$ cat src/rtl/lcd_pkg.sv
// Shared constants, FSM state type and text helpers for the mode-display LCD driver.
package lcd_pkg;

  localparam logic [7:0] LCD_FSET  = 8'h38;
  localparam logic [7:0] LCD_DON   = 8'h0C;
  localparam logic [7:0] LCD_ENTRY = 8'h06;
  localparam logic [7:0] LCD_CLR   = 8'h01;
  localparam logic [7:0] LCD_L1    = 8'h80;
  localparam logic [7:0] LCD_L2    = 8'hC0;

  localparam logic [1:0] MODE_WATCH     = 2'b00;
  localparam logic [1:0] MODE_ALARM     = 2'b01;
  localparam logic [1:0] MODE_STOPWATCH = 2'b10;

  typedef enum logic [3:0] {
    PWR, FSET, DON, ENTRY, CLR, CLR_WAIT, L1_ADDR, L1, L2_ADDR, L2, IDLE
  } state_t;

  // 16-character panel lines, leftmost character in the top byte.
  localparam logic [127:0] STR_L1        = "CURRENT MODE:   ";
  localparam logic [127:0] STR_WATCH     = "WATCH           ";
  localparam logic [127:0] STR_ALARM     = "ALARM           ";
  localparam logic [127:0] STR_STOPWATCH = "STOPWATCH       ";
  localparam logic [127:0] STR_DASH      = "----            ";

  function automatic logic [7:0] str_char(input logic [127:0] s, input logic [3:0] idx);
    return s[{~idx, 3'b000} +: 8];
  endfunction

  function automatic logic is_write(input state_t s);
    return s inside {FSET, DON, ENTRY, CLR, L1_ADDR, L1, L2_ADDR, L2};
  endfunction

endpackage

$ cat src/rtl/mode_text_rom.sv
// Combinational character ROM: line 1 banner or the line-2 text for the shown mode.
module mode_text_rom
  import lcd_pkg::*;
(
  input  logic       line_sel,
  input  logic [1:0] shown_mode,
  input  logic [3:0] char_idx,
  output logic [7:0] char_code
);

  logic [127:0] line_str;

  always_comb begin
    line_str = STR_L1;
    if (line_sel) begin
      case (shown_mode)
        MODE_WATCH:     line_str = STR_WATCH;
        MODE_ALARM:     line_str = STR_ALARM;
        MODE_STOPWATCH: line_str = STR_STOPWATCH;
        default:        line_str = STR_DASH;
      endcase
    end
    char_code = str_char(line_str, char_idx);
  end

endmodule

$ cat src/rtl/lcd_mode_display.sv
// HD44780 8-bit write-only driver: power-up init, banner on line 1, current mode on line 2,
// and a line-2 rewrite whenever the mode differs from what is displayed.
module lcd_mode_display
  import lcd_pkg::*;
#(
  parameter int POWERUP_CYC  = 20,
  parameter int CLR_WAIT_CYC = 2
)(
  input  logic       clk,
  input  logic       rst,
  input  logic [1:0] mode,
  output logic       lcd_e,
  output logic       lcd_rs,
  output logic       lcd_rw,
  output logic [7:0] lcd_data,
  output logic       busy
);

  localparam int WAIT_MAX = (POWERUP_CYC > CLR_WAIT_CYC) ? POWERUP_CYC : CLR_WAIT_CYC;
  localparam int WAIT_W   = (WAIT_MAX > 1) ? $clog2(WAIT_MAX) : 1;
  localparam logic [WAIT_W-1:0] PWR_LAST = WAIT_W'(POWERUP_CYC - 1);
  localparam logic [WAIT_W-1:0] CLR_LAST = WAIT_W'(CLR_WAIT_CYC - 1);

  state_t            state, state_n;
  logic [1:0]        phase, phase_n;
  logic [3:0]        idx, idx_n;
  logic [WAIT_W-1:0] cnt, cnt_n;
  logic [1:0]        shown_mode;
  logic              e_n, rs_n, busy_n;
  logic [7:0]        data_n, rom_char;
  logic              last_phase;

  assign lcd_rw     = 1'b0;
  assign last_phase = (phase == 2'd2);

  // Outputs are decoded from the next state so they line up with the state they belong to.
  mode_text_rom u_rom (
    .line_sel   (state_n == L2),
    .shown_mode (shown_mode),
    .char_idx   (idx_n),
    .char_code  (rom_char)
  );

  always_comb begin
    state_n = state;
    phase_n = phase;
    idx_n   = idx;
    cnt_n   = cnt;
    if (is_write(state)) phase_n = last_phase ? 2'd0 : phase + 2'd1;
    case (state)
      PWR: begin
        if (cnt == PWR_LAST) begin
          state_n = FSET;
          cnt_n   = '0;
        end else begin
          cnt_n = cnt + 1'b1;
        end
      end
      FSET:  if (last_phase) state_n = DON;
      DON:   if (last_phase) state_n = ENTRY;
      ENTRY: if (last_phase) state_n = CLR;
      CLR:   if (last_phase) state_n = (CLR_WAIT_CYC > 0) ? CLR_WAIT : L1_ADDR;
      CLR_WAIT: begin
        if (cnt == CLR_LAST) begin
          state_n = L1_ADDR;
          cnt_n   = '0;
        end else begin
          cnt_n = cnt + 1'b1;
        end
      end
      L1_ADDR: if (last_phase) state_n = L1;
      L1: begin
        if (last_phase) begin
          idx_n = idx + 4'd1;
          if (idx == 4'd15) state_n = L2_ADDR;
        end
      end
      L2_ADDR: if (last_phase) state_n = L2;
      L2: begin
        if (last_phase) begin
          idx_n = idx + 4'd1;
          if (idx == 4'd15) state_n = IDLE;
        end
      end
      IDLE:    if (mode != shown_mode) state_n = L2_ADDR;
      default: state_n = PWR;
    endcase

    e_n    = is_write(state_n) && (phase_n == 2'd1);
    rs_n   = lcd_rs;
    data_n = lcd_data;
    busy_n = (state_n != IDLE);
    case (state_n)
      FSET:    begin rs_n = 1'b0; data_n = LCD_FSET;  end
      DON:     begin rs_n = 1'b0; data_n = LCD_DON;   end
      ENTRY:   begin rs_n = 1'b0; data_n = LCD_ENTRY; end
      CLR:     begin rs_n = 1'b0; data_n = LCD_CLR;   end
      L1_ADDR: begin rs_n = 1'b0; data_n = LCD_L1;    end
      L2_ADDR: begin rs_n = 1'b0; data_n = LCD_L2;    end
      L1, L2:  begin rs_n = 1'b1; data_n = rom_char;  end
      default: ;
    endcase
  end

  always_ff @(posedge clk or negedge rst) begin
    if (!rst) begin
      state      <= PWR;
      phase      <= 2'd0;
      idx        <= 4'd0;
      cnt        <= '0;
      shown_mode <= MODE_WATCH;
      lcd_e      <= 1'b0;
      lcd_rs     <= 1'b0;
      lcd_data   <= 8'h00;
      busy       <= 1'b1;
    end else begin
      state    <= state_n;
      phase    <= phase_n;
      idx      <= idx_n;
      cnt      <= cnt_n;
      lcd_e    <= e_n;
      lcd_rs   <= rs_n;
      lcd_data <= data_n;
      busy     <= busy_n;
      // Line 2 text is frozen for the whole rewrite once its address command starts.
      if (state_n == L2_ADDR && state != L2_ADDR) shown_mode <= mode;
    end
  end

endmodule

$ cat config.mk
export PLATFORM = sky130hd
export DESIGN_NAME = lcd_mode_display
export DESIGN_NICKNAME = d
export VERILOG_FILES = /design/src/rtl/lcd_pkg.sv /design/src/rtl/mode_text_rom.sv /design/src/rtl/lcd_mode_display.sv
export SDC_FILE = /design/constraint.sdc
export NUM_CORES = 1
export LEC_CHECK = 0
export CORE_MARGIN = 4
export CORE_UTILIZATION = 54
export DETAILED_ROUTE_END_ITERATION = 8
export DONT_BUFFER_PORTS = 1
export GPL_ROUTABILITY_DRIVEN = 0
export PLACE_DENSITY = 0.69
export SYNTH_ARGS = -nofsm -noshare
export SYNTH_HDL_FRONTEND = slang
export SYNTH_HIERARCHICAL = 1
export SYNTH_SLANG_ARGS = --single-unit
$ cat constraint.sdc
create_clock -name clk -period 9.35 [get_ports clk]
set_input_delay 1.87 -clock clk [delete_from_list [all_inputs] [get_ports clk]]
set_output_delay 1.87 -clock clk [all_outputs]
set_load 0.005 [all_outputs]
* Yosys cells after proc, flatten, opt, wreduce, memory -nomap -nowiden
Cells that the tools add are included.
** Operators by class
- Bitwise operators :: 1
- $add $sub $neg :: 3
- Shifts and indexed selects :: 1
- Mux-type cells :: 25
- Eq/ne operators :: 28
- Reductions and logical operators :: 12
** Operators with widths (number)
- case mux 127 bit (3 select lines) :: 1
- 2-to-1 mux 128 bit :: 1
- indexed part select 128 x 8 -> 8 bit :: 1
- 2-to-1 mux 4 bit :: 15
- case mux 8 bit (7 select lines) :: 1
- case mux 4 bit (11 select lines) :: 1
- equality test 4 x 3 -> 1 bit, second input constant :: 7
- equality test 4 bit, second input constant :: 6
- equality test 4 x 2 -> 1 bit, second input constant :: 4
- nonzero test 8 bit :: 2
- 2-to-1 mux 5 bit :: 2
- case mux 5 bit (2 select lines) :: 1
- equality test 4 x 1 -> 1 bit, second input constant :: 2
- != test 4 bit, second input constant :: 2
- nonzero test 7 bit :: 1
- OR reduction 6 bit :: 1
- adder 5 x 1 -> 5 bit, second input constant :: 1
- equality test 5 x 1 -> 1 bit, second input constant :: 1
- equality test 5 bit, second input constant :: 1
- adder 4 x 1 -> 4 bit, second input constant :: 1
- equality test 2 x 1 -> 1 bit, second input constant :: 2
- equality test 2 bit, second input constant :: 2
- logical NOT 4 bit :: 1
- 2-to-1 mux 2 bit :: 2
- 8 further kinds :: 11
** Storage, ports and cells
- Input port bits :: 4
- Register bits after elaboration :: 28
- Logic and storage cells :: 79
- Output and inout port bits :: 12

* Longest topological paths before layout
Gate-level depths: netlist of the first run.
- Depth after elaboration :: 8
- Depth in mapped cells :: 15
- Mapped depth without buffers :: 13

* Hierarchy
The synthesis of the first run kept the hierarchy.
** Modules (own cells, without submodules)
- lcd_mode_display :: cells each 209, times used 1, sequential area each 701.9 sq um, area each 1819.2 sq um
- mode_text_rom :: cells each 97, times used 1, sequential area each 0.0 sq um, area each 630.6 sq um

* Worst setup path after synthesis of the first run
Ideal clock, no wire load.
- Kind :: input port to flip-flop
- Start :: input mode[0]
- End :: register lcd_rs
- Path buffers :: 1
- Data required time :: 9.224 ns
- Cell stages on the path :: 8
- Path slack :: 6.185 ns
- Arrival :: 3.039 ns
- Setup time :: 0.126 ns
- Cell sequence :: xnor2_1 nand4_1 a21boi_0 buf_2 inv_1 nand3_1 o22ai_1 a221o_1
** Between the ends
- Longest elaborated chain between the ends :: 6
- Elaborated cells on any way between the ends :: 15
- Those cells by class :: eq/ne (9); mux (3); reduce/logical (3)
** Ends and longest elaborated chain
- start, declared :: line lcd_mode_display.sv:11 : input logic [1:0] mode,
- != test 2 bit (*) :: line lcd_mode_display.sv:85 : IDLE: if (mode != shown_mode) state_n = L2_ADDR;
- 2-to-1 mux 4 bit (*) :: line lcd_mode_display.sv:85
- case mux 4 bit (11 select lines) (*) :: line lcd_mode_display.sv:50 : case (state)
- equality test 4 x 1 -> 1 bit (tied with other cells) :: line lcd_mode_display.sv:93 : case (state_n)
- OR reduction 6 bit (no line) or OR reduction 2 bit (tied branches)
- case mux 1 bit (2 select lines) or nonzero test 2 bit (tied branches)
- end signal, assigned :: line lcd_mode_display.sv:122 : lcd_rs <= rs_n;
- end, declared :: line lcd_mode_display.sv:13 : output logic lcd_rs,
Every way passes the cells marked *; elsewhere a longest branch is shown, timed or not.
A chain may end at the register's enable or synchronous reset.

* Worst setup path in the final report of the first run
- Start :: register state[3]
- End :: register lcd_data[1]
** Between the ends
- Elaborated cells on any way between the ends :: 41
- Those cells by class :: eq/ne (18); shift (1); mux (17); bitwise (1); reduce/logical (4)
** RTL lines
- start, declared :: line lcd_mode_display.sv:24 : state_t state, state_n;
- start signal, assigned :: line lcd_mode_display.sv:117 : state <= state_n;
- equality test 4 x 3 -> 1 bit or equality test 4 bit (tied branches) :: line lcd_mode_display.sv:50
- OR reduction 2 bit (no line) (*)
- 2-to-1 mux 4 bit (*)
- net idx_n[1] :: line lcd_mode_display.sv:26 : logic [3:0] idx, idx_n;
- inverter 4 bit (*) :: line lcd_pkg.sv:27 : return s[{~idx, 3'b000} +: 8];
- indexed part select 128 x 8 -> 8 bit (*) :: line lcd_pkg.sv:27
- net rom_char[1] :: line lcd_mode_display.sv:30 : logic [7:0] data_n, rom_char;
- case mux 8 bit (7 select lines) (*) :: line lcd_mode_display.sv:93
- end signal, assigned :: line lcd_mode_display.sv:123 : lcd_data <= data_n;
- end, declared :: line lcd_mode_display.sv:15 : output logic [7:0] lcd_data,
Mark *: on every way through the listed nets, which the timed path passes. The rest lies on a longest branch.

==> results of run 1 <==
## critical path, cell delays in order (launching register included)
cell and delay, ns:
dfrtp_1 0.69, nor2b_1 0.33, nand2b_1 0.14, a21oi_1 0.33, mux2_2 0.54, or2_2 0.34
a21boi_0 0.16, a311oi_1 0.07, o31ai_1 0.42, o21ai_0 0.17, a2bb2oi_1 0.16, o21ai_0 0.10
o22ai_1 0.18
## stage by stage
step | instances | hold WS [ns]
2_1_floorplan | 306 | 0.476
3_3_place_gp | 338 | 0.512
3_5_place_dp | 338 | 0.514
4_1_cts | 342 | 0.539
5_1_grt | 342 | 0.558
6_report | 342 | 0.529
## worst max-delay path by stage
| stage | start | end | cells after the start |
|---|---|---|---|
| floorplan | mode[0] | lcd_rs$_DFFE_PN0P_ | 8 |
| global placement | mode[0] | lcd_rs$_DFFE_PN0P_ | 8 |
| detailed placement | mode[0] | lcd_rs$_DFFE_PN0P_ | 8 |
| CTS | state[3]$_DFF_PN0_ | lcd_data[1]$_DFFE_PN0P_ | 12 |
| global route | state[3]$_DFF_PN0_ | lcd_data[1]$_DFFE_PN0P_ | 12 |
| finish | state[3]$_DFF_PN0_ | lcd_data[1]$_DFFE_PN0P_ | 12 |
## where the power goes
part | internal, mW | total [mW] | leakage [nW] | switching (mW)
clock | 0.0574 | 0.0985 | 0.0357 | 0.0411
combinational | 0.000587 | 0.000919 | 0.682 | 0.000332
sequential | 0.121 | 0.121 | 0.334 | 0.000159
## sequential cells by signal, indices dropped and copies added (netlist names)
signal / cells
lcd_data: 8
cnt: 5
idx: 4
state: 4
phase: 2
shown_mode: 2
busy: 1
lcd_e: 1
lcd_rs: 1
## cells in the mapped netlist, types with 8 or more instances
library cell,n
buf_2,13
nor2_1,24
o21ai_0,21
nand3_1,9
ha_1,10
inv_1,12
xnor2_1,10
nor3_1,13
nor2b_1,8
a21oi_1,20
dfrtp_1,27
nand2_1,25
## cell type report
cell class	instances	area, um^2
fillers	429	1890
multi-input cells	239	1560
well taps	52	65.1
clock inverters	1	30.0
inverters	14	52.6
flip-flops and latches	28	702
repair buffers	5	37.5
clock buffers	3	41.3
## cell families (layout without fill, tap and decap cells)
group,after synthesis,after routing,share of synthesized area
AOI/OAI and AO/OA,98,98,0.279
xor gates and xnor gates,12,12,0.0429
adders and majority gates,10,10,0.0511
buffers and inverters,39,23,0.0771
DFF,28,28,0.287
muxes,6,6,0.0266
other,2,2,0.00307
and+or+nand+nor,111,111,0.234
## metal layers
| metal | share of wire | GRT usage | routed length (um) |
|---|---|---|---|
| met5 | 0 | 0 | 0 |
| met4 | 0.018 | 0.0680 | 101 |
| met3 | 0.028 | 0.0277 | 156 |
| met2 | 0.47 | 0.323 | 2610 |
| met1 | 0.48 | 0.293 | 2650 |
==> results.py, run 1 <==
metrics = {
    "drt": {
        "wl_per_cell_um": 16.1,
        "drc": 0,
        "dr.pass1.iters": 4,
        "antenna_left": 0,
        "via_per_inst": 6.21,
        "dr_total_vias": 2125,
        "dr.first_iter.drc_count": 105,
        "routed_wirelength_mm": 5.51,
    },
    "placement": {
        "place_ws_ns": 5.61,
        "dp_hpwl_mm": 3.91,
        "dpl-instance-area_um2": 2420,
        "io_buffers": 0,
    },
    "floorplan": {
        "die_w_um": 75.4,
        "dieArea_um2": 5680,
        "die_h_um": 75.4,
        "row_count": 24,
        "start_util": 0.559,
        "core_um2": 4380,
        "io_pins": 16,
    },
    "synth": {
        "async_flop_share": 1.00,
        "ys_ff_latch": 28,
        "synth_edf_count": 0,
        "synth-main-ff-cell": "dfrtp_1",
        "synth_fp_nets": 320,
        "synth_top_cell_area_share": 0.276,
        "synth_largest_area_cell": "dfrtp_1",
        "synth_area_leaders": "dfrtp_1 28%, ha_1 5.1%, o21ai_0 4.3%, a21oi_1 4.1%, nand2_1 3.8%",
        "syn_inst": 306,
        "synth_seq_area_share": 0.287,
        "synth_area_per_cell_um2": 8.01,
        "netlist_area_um2": 2450,
        "ys_warn_count": 6,
        "synth_cell_types": 65,
    },
    "clock_network": {
        "clkTransAtPathRegs_ns": 0.11,
        "postCtsSetupBuffers": 0,
        "clock_latency_ns": 0.28,
        "clock_sinks": 28,
        "cts_root_buffer": "clkbuf_8",
        "numCtsBuffers": 3,
        "post_cts_resized": 0,
        "clockBufferDepth": 2,
        "cts_tree": "yes",
        "hold_buffers": 0,
        "cts_max_level": 1,
    },
    "final_layout": {
        "syn_to_final_growth_pct": 1.74,
        "fin_util": 0.568,
        "antennaDiodeCount": 0,
        "final_common_cell": "dfrtp_1",
        "mostFrequentLayoutCells": "27 x dfrtp_1, 25 x nand2_1, 24 x nor2_1, 21 x o21ai_0, 20 x a21oi_1",
        "final_nets": 305,
        "layout-drive-gt1-share": 0.0793,
        "design_area_um2": 2490,
    },
    "critical_path": {
        "r2r_start": "state[3]$_DFF_PN0_",
        "reg2reg_to": "lcd_data[1]$_DFFE_PN0P_",
        "cp-start-kind": "register",
        "reg2reg_slack_ns": 5.64,
        "reg2reg_depth": 12,
        "critPathRequiredTime_ns": 9.55,
        "crit_fanout": 21,
        "cp.arrival_ns": 3.91,
        "end_kind": "register",
        "path_class": "register to register",
    },
    "worst_hold_path": {
        "min_from": "lcd_data[7]$_DFFE_PN0P_",
        "holdCritPathClass": "register to register",
        "min_path_cells": 1,
        "hold_end": "lcd_data[7]$_DFFE_PN0P_",
    },
    "timing": {
        "finalMaxSlewViolations": 0,
        "setup_ws_ns": 5.64,
        "setup_tns_ns": 0,
        "final_hold_viol_count": 0,
        "clock.fmax_mhz": 269,
        "rsz0062_at_grt": "false",
        "tightest_slew_ns": 0.636,
        "clock_skew_ns": 0.0105,
        "fin_crit_sh": 0.397,
        "slew_headroom": 0.576,
        "setup_violations": 0,
        "period_needed_ns": 3.71,
    },
    "global_routing": {
        "grt_max_degree": 29,
        "grt_overflow": 0,
        "antenna_found_initial": 0,
        "first_global_vias": 2005,
        "grt_pass1_wl_mm": 9.17,
        "track_usage": 0.206,
    },
    "power": {
        "powerDensity_nw_per_um2": 88.6,
        "leakage_nw": 1.05,
        "finalPower_uw": 221,
        "irDropWorstVdd_mv": 0.0515,
    },
    "flow_run": {
        "max-cap-violations": 0,
    },
    "outcome": {
        "status": "finished, final reports clean",
    },
}
Note: power is estimated with default switching activity, not from simulation.
==> run 2: changes to the inputs <==
PLACE_DENSITY = 0.72   (was 0.69)
clock period = 3.2 ns   (was 9.35 ns; I/O delays follow)
==> results.py, run 2 (synthesized netlist as in run 1, its figures left out) <==
metrics = {
    "floorplan": {
        "die_h_um": 75.4,
        "dieArea_um2": 5680,
        "core_um2": 4380,
        "start_util": 0.559,
        "row_count": 24,
        "io_pins": 16,
        "die_w_um": 75.4,
    },
    "clock_network": {
        "clkTransAtPathRegs_ns": 0.10,
        "cts_root_buffer": "clkbuf_8",
        "clock_sinks": 28,
        "cts_max_level": 1,
        "numCtsBuffers": 3,
        "clock_latency_ns": 0.28,
        "cts_tree": "yes",
        "clockBufferDepth": 2,
    },
    "critical_path": {
        "end_kind": "register",
        "path_class": "register to register",
        "cp-start-kind": "register",
        "critPathRequiredTime_ns": 3.41,
        "crit_fanout": 18,
        "cp.arrival_ns": 3.07,
    },
    "placement": {
        "io_buffers": 0,
        "dp_hpwl_mm": 3.93,
    },
    "power": {
        "finalPower_uw": 642,
        "leakage_nw": 1.10,
        "powerDensity_nw_per_um2": 248,
        "irDropWorstVdd_mv": 0.138,
    },
    "drt": {
        "wl_per_cell_um": 15.6,
        "dr.first_iter.drc_count": 137,
        "dr.pass1.iters": 4,
        "drc": 0,
        "via_per_inst": 6.31,
        "dr_total_vias": 2207,
        "routed_wirelength_mm": 5.47,
        "antenna_left": 0,
    },
    "final_layout": {
        "final_nets": 313,
        "largest_reg_flops": 8,
        "layout-drive-gt1-share": 0.114,
        "mostFrequentLayoutCells": "27 x dfrtp_1, 25 x nand2_1, 24 x nor2_1, 21 x o21ai_0, 19 x a21oi_1",
        "syn_to_final_growth_pct": 5.67,
        "antennaDiodeCount": 0,
        "reg_top3": "lcd_data: 8 flops, cnt: 5 flops",
        "regMostFlops": "lcd_data",
        "n_fill_cell": 386,
        "final_common_cell": "dfrtp_1",
    },
    "timing": {
        "setup_violations": 0,
        "tightest_slew_ns": 0.613,
        "period_needed_ns": 2.86,
        "final_hold_viol_count": 0,
        "clock.fmax_mhz": 349,
        "slew_headroom": 0.591,
        "finalMaxSlewViolations": 0,
        "rsz0062_at_grt": "false",
        "setup_tns_ns": 0,
        "fin_crit_sh": 0.894,
        "clock_skew_ns": 0.00394,
    },
    "global_routing": {
        "first_global_vias": 2032,
        "track_usage": 0.209,
        "antenna_found_initial": 0,
        "grt_max_degree": 29,
        "grt_pass1_wl_mm": 9.34,
        "grt_overflow": 0,
    },
    "worst_hold_path": {
        "holdCritPathClass": "input pin to asynchronous set/reset pin",
    },
    "flow_run": {
        "max-cap-violations": 0,
    },
    "outcome": {
        "status": "finished, final reports clean",
    },
}
==> run 2: changes by cell type in the layout (fill, tap and decap cells not counted) <==
cell	change
a21oi_1	-1
a21oi_2	+1
buf_12	+2
buf_4	+6
nor2b_1	-1
nor2b_2	+1
o31ai_1	-1
o31ai_2	+1
==> run 2: final cells by class <==
type / instances / area (um^2) / area share
Sequential cell: 28 / 702 / 0.271
Tap cell: 52 / 65.1 / 0.0251
Clock buffer: 3 / 41.3 / 0.0159
Multi-Input combinational cell: 239 / 1580 / 0.609
Clock inverter: 1 / 30.0 / 0.0116
Timing Repair Buffer: 13 / 123 / 0.0474
Inverter: 14 / 52.6 / 0.0203
==> run 2: critical path, stage by stage, from the launching register on <==
cell and delay (ns):
dfrtp_1 0.38, buf_4 0.19, inv_1 0.11, nand3_1 0.09
a21oi_2 0.24, mux2_2 0.40, or2_2 0.29, a21boi_0 0.16
a311oi_1 0.08, o31ai_2 0.32, a22oi_1 0.14, o21ai_0 0.14
o21ai_0 0.10, o22ai_1 0.13
==> run 2: where the power goes <==
group          total, mW  internal, mW  switching (mW)
combinational    0.00295       0.00171         0.00124
clock              0.285         0.168           0.117
sequential         0.355         0.354        0.000444
total              0.642         0.524           0.119
==> run 2: final timing paths <==
path                                          from                        end  slack, ns  cells after the start
max                             state[3]$_DFF_PN0_    lcd_data[1]$_DFFE_PN0P_       0.34                     13
min                                            rst         phase[0]$_DFF_PN0_       0.04                      0
max reg2reg                     state[3]$_DFF_PN0_    lcd_data[1]$_DFFE_PN0P_       0.34                     13
min reg2reg                lcd_data[7]$_DFFE_PN0P_    lcd_data[7]$_DFFE_PN0P_       0.52                      1
max in group asynchronous                      rst             busy$_DFF_PN1_       2.98                      0
min in group clk                           mode[1]  shown_mode[1]$_DFFE_PN0P_       0.50                      1
==> run 2: per-stage QoR <==
stage / instances / setup slack (ns) / hold slack (ns) / util / instance area [um^2]
2_1_floorplan: 306 / 0.158 / 0.344 / - / 2450
3_3_place_gp: 346 / 0.331 / 0.346 / 0.572 / 2510
3_5_place_dp: 346 / 0.206 / 0.346 / 0.572 / 2510
4_1_cts: 350 / 0.160 / 0.0323 / 0.588 / 2580
5_1_grt: 350 / 0.0433 / 0.0224 / 0.590 / 2590
6_report: 350 / 0.338 / 0.0396 / 0.590 / 2590
==> run 2: routing by layer <==
metal | up-vias | part of all wire | GRT usage
li1 | 1091 | - | -
met1 | 1044 | 0.46 | 0.286
met2 | 61 | 0.47 | 0.332
met3 | 11 | 0.047 | 0.0343
met4 | 0 | 0.020 | 0.0777
met5 | - | 0 | 0
==> run 2: what timing repair did <==
item	CTS	global route
setup buffers	0	0
setup endpoints to repair	0	2
hold endpoints to repair	0	0
resized for setup	0	3
hold buffers	0	0
==> run 3: changes to the inputs <==
DONT_BUFFER_PORTS = default   (was 1)
GPL_TIMING_DRIVEN = 0   (was default)
PLACE_DENSITY = 0.77   (was 0.72)
RECOVER_POWER = 100   (was default)
==> results.py, run 3 (synthesized netlist as in run 1, its figures left out) <==
metrics = {
    "drt": {
        "wl_met2_mm": 2.71,
        "top_layer": "met4",
        "drc": 0,
        "antenna_left": 0,
        "dr.first_iter.drc_count": 196,
        "via_per_inst": 6.18,
        "routed_wirelength_mm": 5.82,
        "wl_per_cell_um": 15.5,
        "dr.pass1.iters": 5,
        "wl_met1_mm": 2.69,
        "dr_total_vias": 2324,
        "dr_wl_met3_um": 244,
    },
    "clock_network": {
        "cts_root_buffer": "clkbuf_8",
        "clockBufferDepth": 2,
        "clock_sinks": 28,
        "clock_latency_ns": 0.29,
        "cts_tree": "yes",
        "clkTransAtPathRegs_ns": 0.11,
        "cts_max_level": 1,
        "numCtsBuffers": 3,
        "hold_buffers": 0,
    },
    "floorplan": {
        "die_w_um": 75.4,
        "start_util": 0.559,
        "row_count": 24,
        "die_h_um": 75.4,
        "io_pins": 16,
        "dieArea_um2": 5680,
        "core_um2": 4380,
    },
    "global_routing": {
        "antenna_found_initial": 0,
        "grt_max_degree": 29,
        "grt_overflow": 0,
        "track_usage": 0.206,
        "first_global_vias": 2022,
        "grt_pass1_wl_mm": 9.22,
    },
    "placement": {
        "dpl-instance-area_um2": 2660,
        "post-place-cells": 372,
        "io_buffers": 14,
        "dp_hpwl_mm": 4.15,
    },
    "power": {
        "irDropWorstVdd_mv": 0.173,
        "powerDensity_nw_per_um2": 237,
        "leakage_nw": 1.20,
    },
    "outcome": {
        "violations": "capacitance limit, slew limit",
        "status": "finished, violations left",
    },
    "final_layout": {
        "reg_top3": "lcd_data: 8 flops, cnt: 5 flops",
        "antennaDiodeCount": 0,
        "final_cells": 376,
        "regMostFlops": "lcd_data",
        "syn_to_final_growth_pct": 14.1,
        "final_nets": 339,
        "design_area_um2": 2800,
        "register_area_um2": 702,
        "n_fill_cell": 379,
        "layout-drive-gt1-share": 0.142,
        "final_common_cell": "dfrtp_1",
        "largest_reg_flops": 8,
        "mostFrequentLayoutCells": "27 x dfrtp_1, 25 x nand2_1, 23 x nor2_1, 21 x o21ai_0, 19 x a21oi_1",
        "multi_input_area_um2": 1610,
    },
    "flow_run": {
        "max-cap-violations": 1,
    },
    "timing": {
        "period_needed_ns": 3.04,
        "setup_violations": 0,
        "finalMaxSlewViolations": 28,
        "clock.fmax_mhz": 329,
        "rsz0062_at_grt": "false",
        "tightest_slew_ns": 1.50,
        "final_hold_viol_count": 0,
        "clock_skew_ns": 0.0131,
        "fin_crit_sh": 0.948,
        "slew_headroom": -0.000834,
    },
    "critical_path": {
        "r2r_start": "phase[0]$_DFF_PN0_",
        "reg2reg_to": "lcd_data[1]$_DFFE_PN0P_",
        "cp-start-kind": "register",
        "slowest_stage": "mux2_2",
        "cpMostUsedCell": "o21ai_0",
        "cp-startpoint": "phase[0]$_DFF_PN0_",
        "cp_cell_sequence": "buf_2 > nand3b_1 > a21oi_4 > mux2_2 > or2_2 > a21boi_0 > a311oi_1 > o31ai_2 > a22oi_1 > o21ai_0 > o21ai_0 > o22ai_1",
        "crit_fanout": 12,
        "path_class": "register to register",
        "end_kind": "register",
        "cp.arrival_ns": 3.25,
        "reg2reg_slack_ns": 0.16,
        "critPathRequiredTime_ns": 3.42,
        "reg2reg_depth": 12,
        "crit_path_max_incr_delay_ns": 0.46,
    },
    "worst_hold_path": {
        "holdCritPathClass": "register to register",
        "hold_end": "lcd_data[7]$_DFFE_PN0P_",
        "min_path_cells": 1,
        "min_from": "lcd_data[7]$_DFFE_PN0P_",
    },
}
## run 3: layout make-up
class	count	area share
plain buffers	24	0.0551
clock buffers	3	0.0148
clock inverters	1	0.0107
inverters	14	0.0188
multi-input cells	239	0.576
flip-flops and latches	28	0.251
well taps	52	0.0233
repair buffers	15	0.0506
## run 3: worst max path at each step
stage	endpoint
4_1_cts	lcd_data[1]$_DFFE_PN0P_
2_1_floorplan	lcd_data[1]$_DFFE_PN0P_
5_1_grt	lcd_data[3]$_DFFE_PN0P_
3_3_place_gp	lcd_data[1]$_DFFE_PN0P_
6_report	lcd_data[1]$_DFFE_PN0P_
3_5_place_dp	lcd_data[1]$_DFFE_PN0P_
## run 3: per-layer routing
metal / up-vias / global-route usage
met5: - / 0
met4: 0 / 0.0913
met3: 20 / 0.0185
met2: 96 / 0.325
met1: 1064 / 0.286
li1: 1144 / -
## run 3: what timing repair did
item / in CTS / in global routing
resized for setup: 6 / 17
setup endpoints to repair: 2 / 2
gates cloned: 0 / 0
pin swaps: 1 / 2
buffers inserted: 0 / 1
## run 3: stage by stage
step / setup TNS [ns] / power [mW] / util / setup WS, ns / hold WS, ns
after floorplan: 0 / 0.366 / - / 0.158 / 0.344
after global placement: -0.446 / 0.378 / 0.606 / -0.252 / 0.476
after detailed placement: -0.637 / 0.379 / 0.606 / -0.350 / 0.484
after CTS: 0 / 0.666 / 0.626 / 0.0238 / 0.506
after global routing: 0 / 0.681 / 0.638 / 0.00548 / 0.542
final: 0 / 0.662 / 0.638 / 0.165 / 0.499
## run 3: report_power, final
group	total (mW)	switching, mW	internal, mW
Combinational	0.0156	0.00904	0.00658
Sequential	0.355	0.000293	0.354
Clock	0.292	0.124	0.168
Total	0.662	0.133	0.529
## run 3: critical path: cells and delay by family, from the launching register on
| kind | cells | cell delay [ns] |
|---|---|---|
| AO/OA/AOI/OAI | 8 | 1.35 |
| multiplexers | 1 | 0.46 |
| flip-flops | 1 | 0.39 |
| buffers and inverters | 1 | 0.17 |
| AND/OR/NAND/NOR | 2 | 0.59 |
